<file path="src/rtl/rng_ctrl_pkg.sv">
// Shared definitions for the simplerng iomem controller:
// register map, status/ctrl bits, FSM encoding, error word.
package rng_ctrl_pkg;

  localparam logic [1:0] REG_CTRL = 2'd0;
  localparam logic [1:0] REG_SEED = 2'd1;
  localparam logic [1:0] REG_DATA = 2'd2;
  localparam logic [1:0] REG_STAT = 2'd3;

  localparam int CTRL_EN   = 0;
  localparam int ST_BUSY   = 0;
  localparam int ST_AVAIL  = 1;
  localparam int ST_ERR    = 2;
  localparam int ST_LVL_LO = 4;

  localparam logic [31:0] ERR_WORD = 32'hDEAD_BEEF;

  typedef enum logic [1:0] {
    S_IDLE,
    S_SEED,
    S_FETCH,
    S_RESP
  } rng_state_e;

  function automatic logic [31:0] merge_be(
    input logic [31:0] old_w,
    input logic [31:0] new_w,
    input logic [3:0]  be
  );
    logic [31:0] r;
    for (int i = 0; i < 4; i++)
      r[i*8 +: 8] = be[i] ? new_w[i*8 +: 8]
                          : old_w[i*8 +: 8];
    return r;
  endfunction

endpackage

</file>
<file path="src/rtl/rng_iomem_ctrl_if.sv">
// picosoc iomem slave bus bundle for the RNG controller.
// The CPU side is master, the controller is slave.
interface rng_iomem_ctrl_if;
  logic        iomem_valid;
  logic        iomem_ready;
  logic [3:0]  iomem_wstrb;
  logic [31:0] iomem_addr;
  logic [31:0] iomem_wdata;
  logic [31:0] iomem_rdata;

  modport master (
    output iomem_valid, iomem_wstrb,
    output iomem_addr, iomem_wdata,
    input  iomem_ready, iomem_rdata
  );

  modport slave (
    input  iomem_valid, iomem_wstrb,
    input  iomem_addr, iomem_wdata,
    output iomem_ready, iomem_rdata
  );
endinterface

</file>
<file path="src/rtl/rng_ctrl_fifo.sv">
// Small synchronous prefetch FIFO (power-of-2 depth, 2..16)
// with push/pop/flush and an occupancy level.
module rng_ctrl_fifo #(
  parameter int DEPTH = 4
) (
  input  logic        clk,
  input  logic        resetn,
  input  logic        push,
  input  logic        pop,
  input  logic        flush,
  input  logic [31:0] din,
  output logic [31:0] dout,
  output logic [4:0]  level,
  output logic        full,
  output logic        empty
);
  localparam int AW = $clog2(DEPTH);

  logic [31:0]   mem [DEPTH];
  logic [AW-1:0] wp;
  logic [AW-1:0] rp;
  logic          do_push;
  logic          do_pop;

  assign full    = level == 5'(DEPTH);
  assign empty   = level == 5'd0;
  assign do_push = push && !full;
  assign do_pop  = pop && !empty;
  assign dout    = mem[rp];

  always_ff @(posedge clk or negedge resetn) begin
    if (!resetn) begin
      wp    <= '0;
      rp    <= '0;
      level <= '0;
    end else if (flush) begin
      wp    <= '0;
      rp    <= '0;
      level <= '0;
    end else begin
      if (do_push) wp <= wp + 1'b1;
      if (do_pop)  rp <= rp + 1'b1;
      level <= level + 5'(do_push) - 5'(do_pop);
    end
  end

  always_ff @(posedge clk) begin
    if (do_push) mem[wp] <= din;
  end

endmodule

</file>
<file path="src/rtl/rng_iomem_ctrl.sv">
// simplerng sequencer on the picosoc iomem bus.
// Optional background prefetch FIFO: RNG_CTRL_PREFETCH_EN.
module rng_iomem_ctrl
  import rng_ctrl_pkg::*;
#(
  parameter logic [7:0] BASE_ADDR  = 8'h04,
  parameter int         FIFO_DEPTH = 4,
  parameter int         TIMEOUT    = 255
) (
  input  logic        clk,
  input  logic        resetn,
  rng_iomem_ctrl_if.slave bus,
  output logic        rng_enable,
  output logic        rng_dat_we,
  output logic        rng_dat_re,
  output logic [31:0] rng_dat_di,
  input  logic [31:0] rng_dat_do,
  input  logic        rng_dat_wait
);
  localparam logic [7:0] TMO = 8'(TIMEOUT);

  rng_state_e  state;
  logic        en_q;
  logic        err_q;
  logic        bg_q;
  logic        ready_q;
  logic [31:0] rdata_q;
  logic [31:0] seed_q;
  logic [31:0] data_q;
  logic [7:0]  tcnt;

  logic        hit;
  logic        acc;
  logic        wr;
  logic        en_new;
  logic [1:0]  reg_sel;
  logic [31:0] seed_m;
  logic [7:0]  tnxt;
  logic        tmo_hit;
  logic [31:0] status;
  logic        empty;
  logic        bg_go;
  logic [31:0] fifo_dout;
  logic        unused_addr;

  assign hit     = bus.iomem_valid
                && bus.iomem_addr[31:24] == BASE_ADDR;
  assign acc     = hit && !ready_q && state == S_IDLE;
  assign wr      = |bus.iomem_wstrb;
  assign reg_sel = bus.iomem_addr[3:2];
  assign en_new  = bus.iomem_wstrb[0]
                 ? bus.iomem_wdata[CTRL_EN] : en_q;
  assign seed_m  = merge_be(seed_q, bus.iomem_wdata,
                            bus.iomem_wstrb);
  assign tnxt    = tcnt + 8'd1;
  assign tmo_hit = tnxt == TMO;

  assign unused_addr = ^{bus.iomem_addr[23:4],
                         bus.iomem_addr[1:0]};

  assign bus.iomem_ready = ready_q;
  assign bus.iomem_rdata = rdata_q;
  assign rng_enable      = en_q;

`ifdef RNG_CTRL_PREFETCH_EN
  logic       full;
  logic [4:0] level;
  logic       fifo_push;
  logic       fifo_pop;
  logic       fifo_flush;

  assign fifo_push  = state == S_FETCH && bg_q
                   && !rng_dat_wait;
  assign fifo_pop   = acc && !wr && en_q && !empty
                   && reg_sel == REG_DATA;
  assign fifo_flush = acc && wr
                   && (reg_sel == REG_SEED
                   || (reg_sel == REG_CTRL && en_q && !en_new));
  // Any bus request on our page outranks a new fill.
  assign bg_go      = en_q && !full && !hit;

  rng_ctrl_fifo #(.DEPTH(FIFO_DEPTH)) u_fifo (
    .clk   (clk),
    .resetn(resetn),
    .push  (fifo_push),
    .pop   (fifo_pop),
    .flush (fifo_flush),
    .din   (rng_dat_do),
    .dout  (fifo_dout),
    .level (level),
    .full  (full),
    .empty (empty)
  );
`else
  localparam int unused_depth = FIFO_DEPTH;
  assign empty     = 1'b1;
  assign bg_go     = 1'b0;
  assign fifo_dout = '0;
`endif

  always_comb begin
    status          = '0;
    status[ST_BUSY] = state != S_IDLE;
    status[ST_ERR]  = err_q;
`ifdef RNG_CTRL_PREFETCH_EN
    status[ST_AVAIL]       = !empty;
    status[ST_LVL_LO +: 5] = level;
`else
    status[ST_AVAIL] = state == S_RESP;
`endif
  end

  always_ff @(posedge clk or negedge resetn) begin
    if (!resetn) begin
      state      <= S_IDLE;
      en_q       <= 1'b0;
      err_q      <= 1'b0;
      bg_q       <= 1'b0;
      ready_q    <= 1'b0;
      rdata_q    <= '0;
      seed_q     <= '0;
      data_q     <= '0;
      tcnt       <= '0;
      rng_dat_we <= 1'b0;
      rng_dat_re <= 1'b0;
      rng_dat_di <= '0;
    end else begin
      ready_q <= 1'b0;
      rdata_q <= '0;
      unique case (state)
        S_IDLE: begin
          if (acc) begin
            ready_q <= 1'b1;
            unique case (reg_sel)
              REG_CTRL: begin
                if (wr) en_q <= en_new;
                else rdata_q <= {31'b0, en_q};
              end
              REG_SEED: begin
                if (wr) begin
                  seed_q <= seed_m;
                  if (en_q) begin
                    ready_q    <= 1'b0;
                    bg_q       <= 1'b0;
                    rng_dat_we <= 1'b1;
                    rng_dat_di <= seed_m;
                    state      <= S_SEED;
                  end
                end
              end
              REG_DATA: begin
                if (!wr && en_q) begin
                  if (!empty) begin
                    rdata_q <= fifo_dout;
                  end else begin
                    ready_q    <= 1'b0;
                    bg_q       <= 1'b0;
                    rng_dat_re <= 1'b1;
                    state      <= S_FETCH;
                  end
                end
              end
              REG_STAT: begin
                if (!wr) rdata_q <= status;
                else if (bus.iomem_wstrb[0]
                      && bus.iomem_wdata[ST_ERR])
                  err_q <= 1'b0;
              end
            endcase
          end else if (bg_go) begin
            bg_q       <= 1'b1;
            rng_dat_re <= 1'b1;
            state      <= S_FETCH;
          end
        end
        S_SEED, S_FETCH: begin
          if (!rng_dat_wait || tmo_hit) begin
            rng_dat_we <= 1'b0;
            rng_dat_re <= 1'b0;
            tcnt       <= '0;
            state      <= bg_q ? S_IDLE : S_RESP;
            if (state == S_SEED) data_q <= '0;
            else if (!rng_dat_wait) data_q <= rng_dat_do;
            else data_q <= ERR_WORD;
            if (rng_dat_wait) err_q <= 1'b1;
          end else begin
            tcnt <= tnxt;
          end
        end
        S_RESP: begin
          ready_q <= 1'b1;
          rdata_q <= data_q;
          state   <= S_IDLE;
        end
      endcase
    end
  end

endmodule

</file>
<file path="src/flat_wrapper.sv">
// flat-port wrapper written by rule: the top's interface ports become plain ports
module rng_iomem_ctrl_flat import rng_ctrl_pkg::*;
#(
  parameter logic [7:0] BASE_ADDR  = 8'h04,
  parameter int         FIFO_DEPTH = 4,
  parameter int         TIMEOUT    = 255
)
  (clk, resetn, rng_enable, rng_dat_we, rng_dat_re, rng_dat_di, rng_dat_do, rng_dat_wait, bus_iomem_valid, bus_iomem_wstrb, bus_iomem_addr, bus_iomem_wdata, bus_iomem_ready, bus_iomem_rdata);
  rng_iomem_ctrl_if bus_i ();
  input  logic clk;
  input  logic resetn;
  output logic rng_enable;
  output logic rng_dat_we;
  output logic rng_dat_re;
  output logic [31:0] rng_dat_di;
  input  logic [31:0] rng_dat_do;
  input  logic rng_dat_wait;
  input wire logic [$bits(bus_i.iomem_valid)-1:0] bus_iomem_valid;
  input wire logic [$bits(bus_i.iomem_wstrb)-1:0] bus_iomem_wstrb;
  input wire logic [$bits(bus_i.iomem_addr)-1:0] bus_iomem_addr;
  input wire logic [$bits(bus_i.iomem_wdata)-1:0] bus_iomem_wdata;
  output wire logic [$bits(bus_i.iomem_ready)-1:0] bus_iomem_ready;
  output wire logic [$bits(bus_i.iomem_rdata)-1:0] bus_iomem_rdata;
  assign bus_i.iomem_valid = bus_iomem_valid;
  assign bus_i.iomem_wstrb = bus_iomem_wstrb;
  assign bus_i.iomem_addr = bus_iomem_addr;
  assign bus_i.iomem_wdata = bus_iomem_wdata;
  assign bus_iomem_ready = bus_i.iomem_ready;
  assign bus_iomem_rdata = bus_i.iomem_rdata;
  rng_iomem_ctrl #(.BASE_ADDR(BASE_ADDR), .FIFO_DEPTH(FIFO_DEPTH), .TIMEOUT(TIMEOUT)) u_core (.clk(clk), .resetn(resetn), .bus(bus_i), .rng_enable(rng_enable), .rng_dat_we(rng_dat_we), .rng_dat_re(rng_dat_re), .rng_dat_di(rng_dat_di), .rng_dat_do(rng_dat_do), .rng_dat_wait(rng_dat_wait));
endmodule
</file>
<file path="config.mk">
export PLATFORM = sky130hd
export DESIGN_NAME = rng_iomem_ctrl_flat
export DESIGN_NICKNAME = d
export VERILOG_FILES = /design/src/rtl/rng_ctrl_pkg.sv /design/src/rtl/rng_iomem_ctrl_if.sv /design/src/rtl/rng_ctrl_fifo.sv /design/src/rtl/rng_iomem_ctrl.sv /design/src/flat_wrapper.sv
export SDC_FILE = /design/constraint.sdc
export NUM_CORES = 1
export LEC_CHECK = 0
export BUFFER_PORTS_ARGS = -buffer_cell sky130_fd_sc_hd__buf_2
export CORE_UTILIZATION = 45
export CTS_CLUSTER_SIZE = 28
export DETAILED_ROUTE_END_ITERATION = 6
export MAX_ROUTING_LAYER = met4
export PLACE_DENSITY = 0.72
export SYNTH_ARGS = -nofsm -noshare
export SYNTH_HDL_FRONTEND = slang
export SYNTH_SLANG_ARGS = --single-unit
</file>
<file path="constraint.sdc">
create_clock -name clk -period 2.4 [get_ports clk]
set_input_delay 0.12 -clock clk [delete_from_list [all_inputs] [get_ports clk]]
set_output_delay 0.12 -clock clk [all_outputs]
set_load 0.02 [all_outputs]
</file>
# Word level (Yosys, flattened, before mapping)
# Index checks and enable logic that the tools add are counted.
[classes]
addsub = 1
eq_ne = 25
muxes = 47
reduce_logical = 25
[ops]
columns = ["op", "n"]
rows = [
  ["$pmux W32 S2", 2],
  ["$mux W32", 3],
  ["$mux W8", 5],
  ["$mux W1", 22],
  ["$reduce_and A6 Y1", 3],
  ["$reduce_and A5 Y1", 3],
  ["$ne A2 B1 Y1 const B", 7],
  ["$mux W2", 6],
  ["$ne A2 B2 Y1 const B", 6],
  ["$pmux W1 S2", 6],
  ["$add A8 B1 Y8 const B", 1],
  ["$eq A2 B2 Y1 const B", 4],
  ["$eq A8 B3 Y1 const B", 1],
  ["$eq A8 B8 Y1 const B", 1],
  ["$reduce_and A7 Y1", 1],
  ["$ne A3 B2 Y1 const B", 2],
  ["$ne A3 B3 Y1 const B", 2],
  ["$pmux W2 S3", 1],
  ["$reduce_bool A2 Y1", 3],
  ["$logic_and A1 B1 Y1", 5],
  ["$eq A2 B1 Y1 const B", 2],
  ["$logic_not A2 Y1", 2],
  ["$pmux W2 S2", 1],
  ["$reduce_and A4 Y1", 1],
  ["6 further kinds", 8],
]
[word_totals]
regBits = 144
input_bits = 104
out_inout_bits = 68
word_cells = 110

# Longest topological paths before layout
[logic_depth]
ltp_word = 7
depth_mapped = 8
depth_no_buf = 7

# Worst setup path before layout
# OpenSTA, ideal clock, no wires.
[synth_path]
path_kind = "register to register"
from = "register u_core.tcnt[1]"
to = "register u_core.data_q[10]"
setup_time_ns = 0.125
arrival_time_ns = 2.017
required_ns = 2.275
path_slack_ns = 0.257
path_stages_with_launch = 8
synth_period_minus_slack_ns = 2.143
path_cell_list = "dfrtp_1 -> ha_1 -> xnor2_1 -> or3_1 -> a211oi_4 -> o21ai_4 -> buf_6 -> mux2_4"
[synth_via]
elab_chain_cells = 4
[synth_rtl]
columns = ["item", "line", "rtl"]
rows = [
  ["start, declared", "rng_iomem_ctrl.sv:30", "logic [7:0] tcnt;"],
  ["start signal, assigned", "rng_iomem_ctrl.sv:187", "tcnt <= tnxt;"],
  ["$add A8 B1 Y8", "rng_iomem_ctrl.sv:55", "assign tnxt = tcnt + 8'd1;"],
  ["$eq A8 B8 Y1", "rng_iomem_ctrl.sv:56", "assign tmo_hit = tnxt == TMO;"],
  ["$logic_or A1 B1 Y1", "rng_iomem_ctrl.sv:177", "if (!rng_dat_wait || tmo_hit) begin"],
  ["$reduce_and A2 Y1 (no line)", "n/a", ""],
  ["end signal, assigned", "rng_iomem_ctrl.sv:183", "else if (!rng_dat_wait) data_q <= rng_dat_do;"],
  ["end, declared", "rng_iomem_ctrl.sv:29", "logic [31:0] data_q;"],
]
# No other way between the ends.
# A chain may end at the register's enable or synchronous reset.

# Worst setup path after layout
[layout_path]
from = "register u_core.tcnt[1]"
to = "register u_core.state[1]"
[layout_via]
elab_chain_cells = 5
[layout_rtl]
columns = ["item", "line", "rtl"]
rows = [
  ["$add A8 B1 Y8", "rng_iomem_ctrl.sv:55", ""],
  ["$eq A8 B8 Y1", "rng_iomem_ctrl.sv:56", ""],
  ["$logic_or A1 B1 Y1", "rng_iomem_ctrl.sv:177", ""],
  ["$ne A2 B1 Y1 (no line)", "n/a", ""],
  ["$reduce_and A6 Y1 (no line)", "n/a", ""],
  ["end signal, assigned", "rng_iomem_ctrl.sv:181", "state <= bg_q ? S_IDLE : S_RESP;"],
  ["end, declared", "rng_iomem_ctrl.sv:22", "rng_state_e state;"],
]
# No other way between the ends.

==> metrics.md <==
| Metric | Value |
|---|---|
| Result of the run | complete, no violations |
| Synthesized flop and latch total | 143 |
| Transition time of the tightest slew-check pin | 0.5694 ns |
| Leakage component of the power | 0.004286 uW |
| TritonCTS clock tree | done |
| Clock Pin Slew Worst Setup and Hold Paths | 0.06 ns |
| Die boundary width | 120.2 um |
| Maximum buffer depth of the clock tree | 2 |
| TritonRoute pass-1 iters | 4 |
| I/O Buffers | 149 |
| Wirelength per Cell | 15.67 um |
| Summed instance area of the synthesized netlist | 6290 um^2 |
| Number of setup violations in the final report | 0 |
| Synthesized net count | 643 |
| Area added between synthesis and finish | 30.56% |
| Post-synthesis simple-gate area fraction | 0.1311 |
| Synthesized instance count | 528 |
| Predominant post-synthesis flop cell | sky130_fd_sc_hd__dfrtp_1 |
| WL final | 14150 um |
| Worst reg2reg setup slack | 0.14 ns |
| Met3 Track Usage GR | 0.05000 |
| Highest achievable clock rate | 442.0 MHz |
| Maximum level of the CTS H-tree | 4 |
| Grt peak-use layer | met2 |
| Ratio of final minimum period to clock period | 0.9427 |
| Detailed-route DRC error count | 0 |
| Height of the die | 120.2 um |
| Number of hold violations in the final report | 0 |
| Class of the tightest hold or removal check | in2reg |
| Rows | 42 |
| Worst Hold Slack | 0.05666 ns |
| Effective utilization at floorplan | 0.4675 |
| Post-Synthesis Mean Instance Area | 11.91 um^2 |
| Average vias per placed instance | 5.112 |
| Fraction of the mapped netlist area in compound gates | 0.07997 |
| I/O pin count | 172 |
| Number of flops mapped to enable cells by yosys | 0 |
| Number of antenna cells inserted | 0 |
| Met1 usage in global routing | 0.2500 |
| TritonCTS sink count | 143 |
| Clock buffers created by TritonCTS | 17 |
| Residual overflow from global routing | 0 |
| Number of distinct library cell variants in the gate-level netlist after synthesis | 48 |
| Critical path class | reg2reg |
| Setup TNS | 0 ns |
| Core box area | 13450 um^2 |
| Worst-case vdd ir drop | 0.0006287 V |
| Xor and xnor area share after synthesis | 0.002785 |
| Maximum Capacitance Violations | 0 |
| Skew-Pair Late Insertion Delay | 0.41 ns |
| Wire length of the first global-routing pass | 22680 um |
| Area post-placement | 7273 um^2 |
| Yosys warnings | 0 |
| Total number of nets in the final design | 829 |
| Initial antenna violation count | 0 |
| Largest clock skew in the final design | 0.004345 ns |
| Max FO, Critical Path | 5 |
| Maximum number of pins on one net before global-route repair | 65 |
| Sequential fraction of the synthesis area | 0.5689 |
| Type of origin of the critical path | flop |
| Critical path required time | 2.70 ns |
| PwrDens | 1025 nW/um^2 |
| Final antenna-violating net count | 0 |
| Slew Viols, Final | 0 |
| Element type at the critical path end | flop |
| Setup repair after global routing missed its margin | no |
| GPL Wtd Cong | 0.8290 |
| Async set or reset register ratio after synthesis | 1.000 |
| Total number of vias | 4616 |
| Hpwl dp | 9394 um |
| Global-route met2 utilization | 0.3416 |
| Min Clock Period, post-route | 2.262 ns |
| Vias in the first global route | 4719 |
| CTS Root Cell | sky130_fd_sc_hd__clkbuf_16 |
| Worst EP arrival | 2.56 ns |
| Multiplexer fraction of the synthesized cell area | 0.1671 |
| Combinational family with the most area after synthesis | multiplexers |
| Post-route cell area | 8212 um^2 |
| GRT Total Usage | 0.2099 |
| Slew HR | 0.6204 |
| Area share of fa/ha/maj cells after synthesis | 0.02188 |
| Share of layout cells above drive strength 1 | 0.3508 |
| Number of design-rule violations left by the first detailed-router iteration | 254 |
| Die outline area | 14450 um^2 |
report_power, final:
group | leakage [uW] | switching [uW] | internal [uW]
Clock | 0.000296 | 970 | 1710
Combinational | 0.00208 | 1340 | 1200
Sequential | 0.00191 | 251 | 2940
through the flow:
stage | utilization | worst slack, ns | power (uW) | cells
floorplan | - | 0.2574 | 4991 | 528
CTS | 0.6104 | 0.1419 | 8503 | 903
detailed placement | 0.5406 | 0.1430 | 5733 | 838
finish | 0.6104 | 0.1376 | 8416 | 903
global route | 0.6104 | 0.01609 | 8858 | 903
global placement | 0.5406 | 0.2538 | 5632 | 838
registers in the layout, indices dropped and copies added, names as in the netlist, 2 cells and up:
register / cells
u_core.bus.iomem_rdata: 32
u_core.data_q: 32
u_core.rng_dat_di: 32
u_core.seed_q: 32
u_core.state: 2
u_core.tcnt: 8
cell usage after synthesis, drive strengths merged (7+ instances only):
cell type	number	area, um^2
ha	11	137.6
and2	33	206.5
inv	10	37.54
nor2	54	202.7
buf	12	72.57
nor4b	9	78.83
nand2	43	161.4
mux2	57	720.7
clkbuf	17	63.81
o21ai	37	196.4
mux2i	33	330.3
a21oi	7	35.03
dfrtp	143	3578
a21o	8	60.06
metal layers:
metal  share of wire  wire length [um]  vias to the layer above
li1                -                 -                     2200
met1            0.43              6082                     2273
met2            0.51              7156                      117
met3           0.042               601                       26
met4           0.022               307                        0
met5               0                 0                        -
critical path: stages, from the launching register on:
cell                       delay [ns]
sky130_fd_sc_hd__dfrtp_1         0.41
sky130_fd_sc_hd__ha_1            0.26
sky130_fd_sc_hd__xnor2_1         0.14
sky130_fd_sc_hd__or3_1           0.37
sky130_fd_sc_hd__a211oi_4        0.29
sky130_fd_sc_hd__buf_4           0.19
sky130_fd_sc_hd__a21boi_0        0.13
sky130_fd_sc_hd__o32a_1          0.36
cells in the final DEF (no fill, tap or decap), types with 3 or more instances in the layout:
cell type / synthesis / routed
sky130_fd_sc_hd__a21o_1: 8 / 8
sky130_fd_sc_hd__nand3_1: 4 / 3
sky130_fd_sc_hd__nor2_1: 54 / 54
sky130_fd_sc_hd__o31ai_1: 3 / 3
sky130_fd_sc_hd__clkbuf_8: 0 / 3
sky130_fd_sc_hd__buf_12: 0 / 3
sky130_fd_sc_hd__nand2_1: 43 / 43
sky130_fd_sc_hd__dlygate4sd3_1: 0 / 33
sky130_fd_sc_hd__a21oi_1: 7 / 7
sky130_fd_sc_hd__mux2i_1: 33 / 33
sky130_fd_sc_hd__nor4_1: 4 / 4
sky130_fd_sc_hd__dfrtp_1: 143 / 143
sky130_fd_sc_hd__o21ai_0: 36 / 36
sky130_fd_sc_hd__and2_1: 33 / 33
sky130_fd_sc_hd__mux2_2: 36 / 36
sky130_fd_sc_hd__and3_1: 3 / 3
sky130_fd_sc_hd__nand4_1: 4 / 4
sky130_fd_sc_hd__nor4b_1: 9 / 9
sky130_fd_sc_hd__inv_1: 10 / 10
sky130_fd_sc_hd__o2bb2ai_1: 3 / 3
sky130_fd_sc_hd__ha_1: 11 / 11
sky130_fd_sc_hd__clkbuf_16: 0 / 17
sky130_fd_sc_hd__buf_4: 0 / 11
sky130_fd_sc_hd__clkinv_2: 0 / 4
sky130_fd_sc_hd__bufinv_16: 0 / 3
sky130_fd_sc_hd__mux2_4: 21 / 21
sky130_fd_sc_hd__buf_2: 4 / 148
logic make-up (layout without fill, tap and decap cells):
family,after synthesis,count (layout)
adder cells (fa/ha/maj),11,11
multiplexers,90,90
XOR/XNOR,2,2
AO/OA/AOI/OAI,77,77
AND/OR/NAND/NOR,165,165
flip-flops,143,143
buffers and inverters,40,239
worst paths after layout:
kind	startpoint	end	depth (start not counted)
setup / recovery	u_core.tcnt[1]	u_core.state[1]	7
hold / removal	rng_dat_do[3]	u_core.data_q[3]	4
setup reg to reg	u_core.tcnt[1]	u_core.state[1]	7
hold reg to reg	u_core.data_q[29]	u_core.data_q[29]	1
max in group asynchronous	resetn	u_core.bus.iomem_rdata[10]	3
min in group asynchronous	resetn	u_core.data_q[23]	2
repair_timing:
action | in CTS | in global routing
hold buffers | 33 | 0
resized for setup | 0 | 0
setup buffers | 0 | 0
endpoints found under the hold margin | 93 | 0
layout make-up:
cell class / count / area [um^2]
clock buffers: 22 / 474.2
clock inverters: 10 / 133.9
fillers: 1107 / 5241
inverters: 11 / 41.29
multi-input cells: 345 / 2539
flip-flops and latches: 143 / 3578
well taps: 176 / 220.2
repair buffers: 196 / 1225
Power figures use the tool's default switching activity.
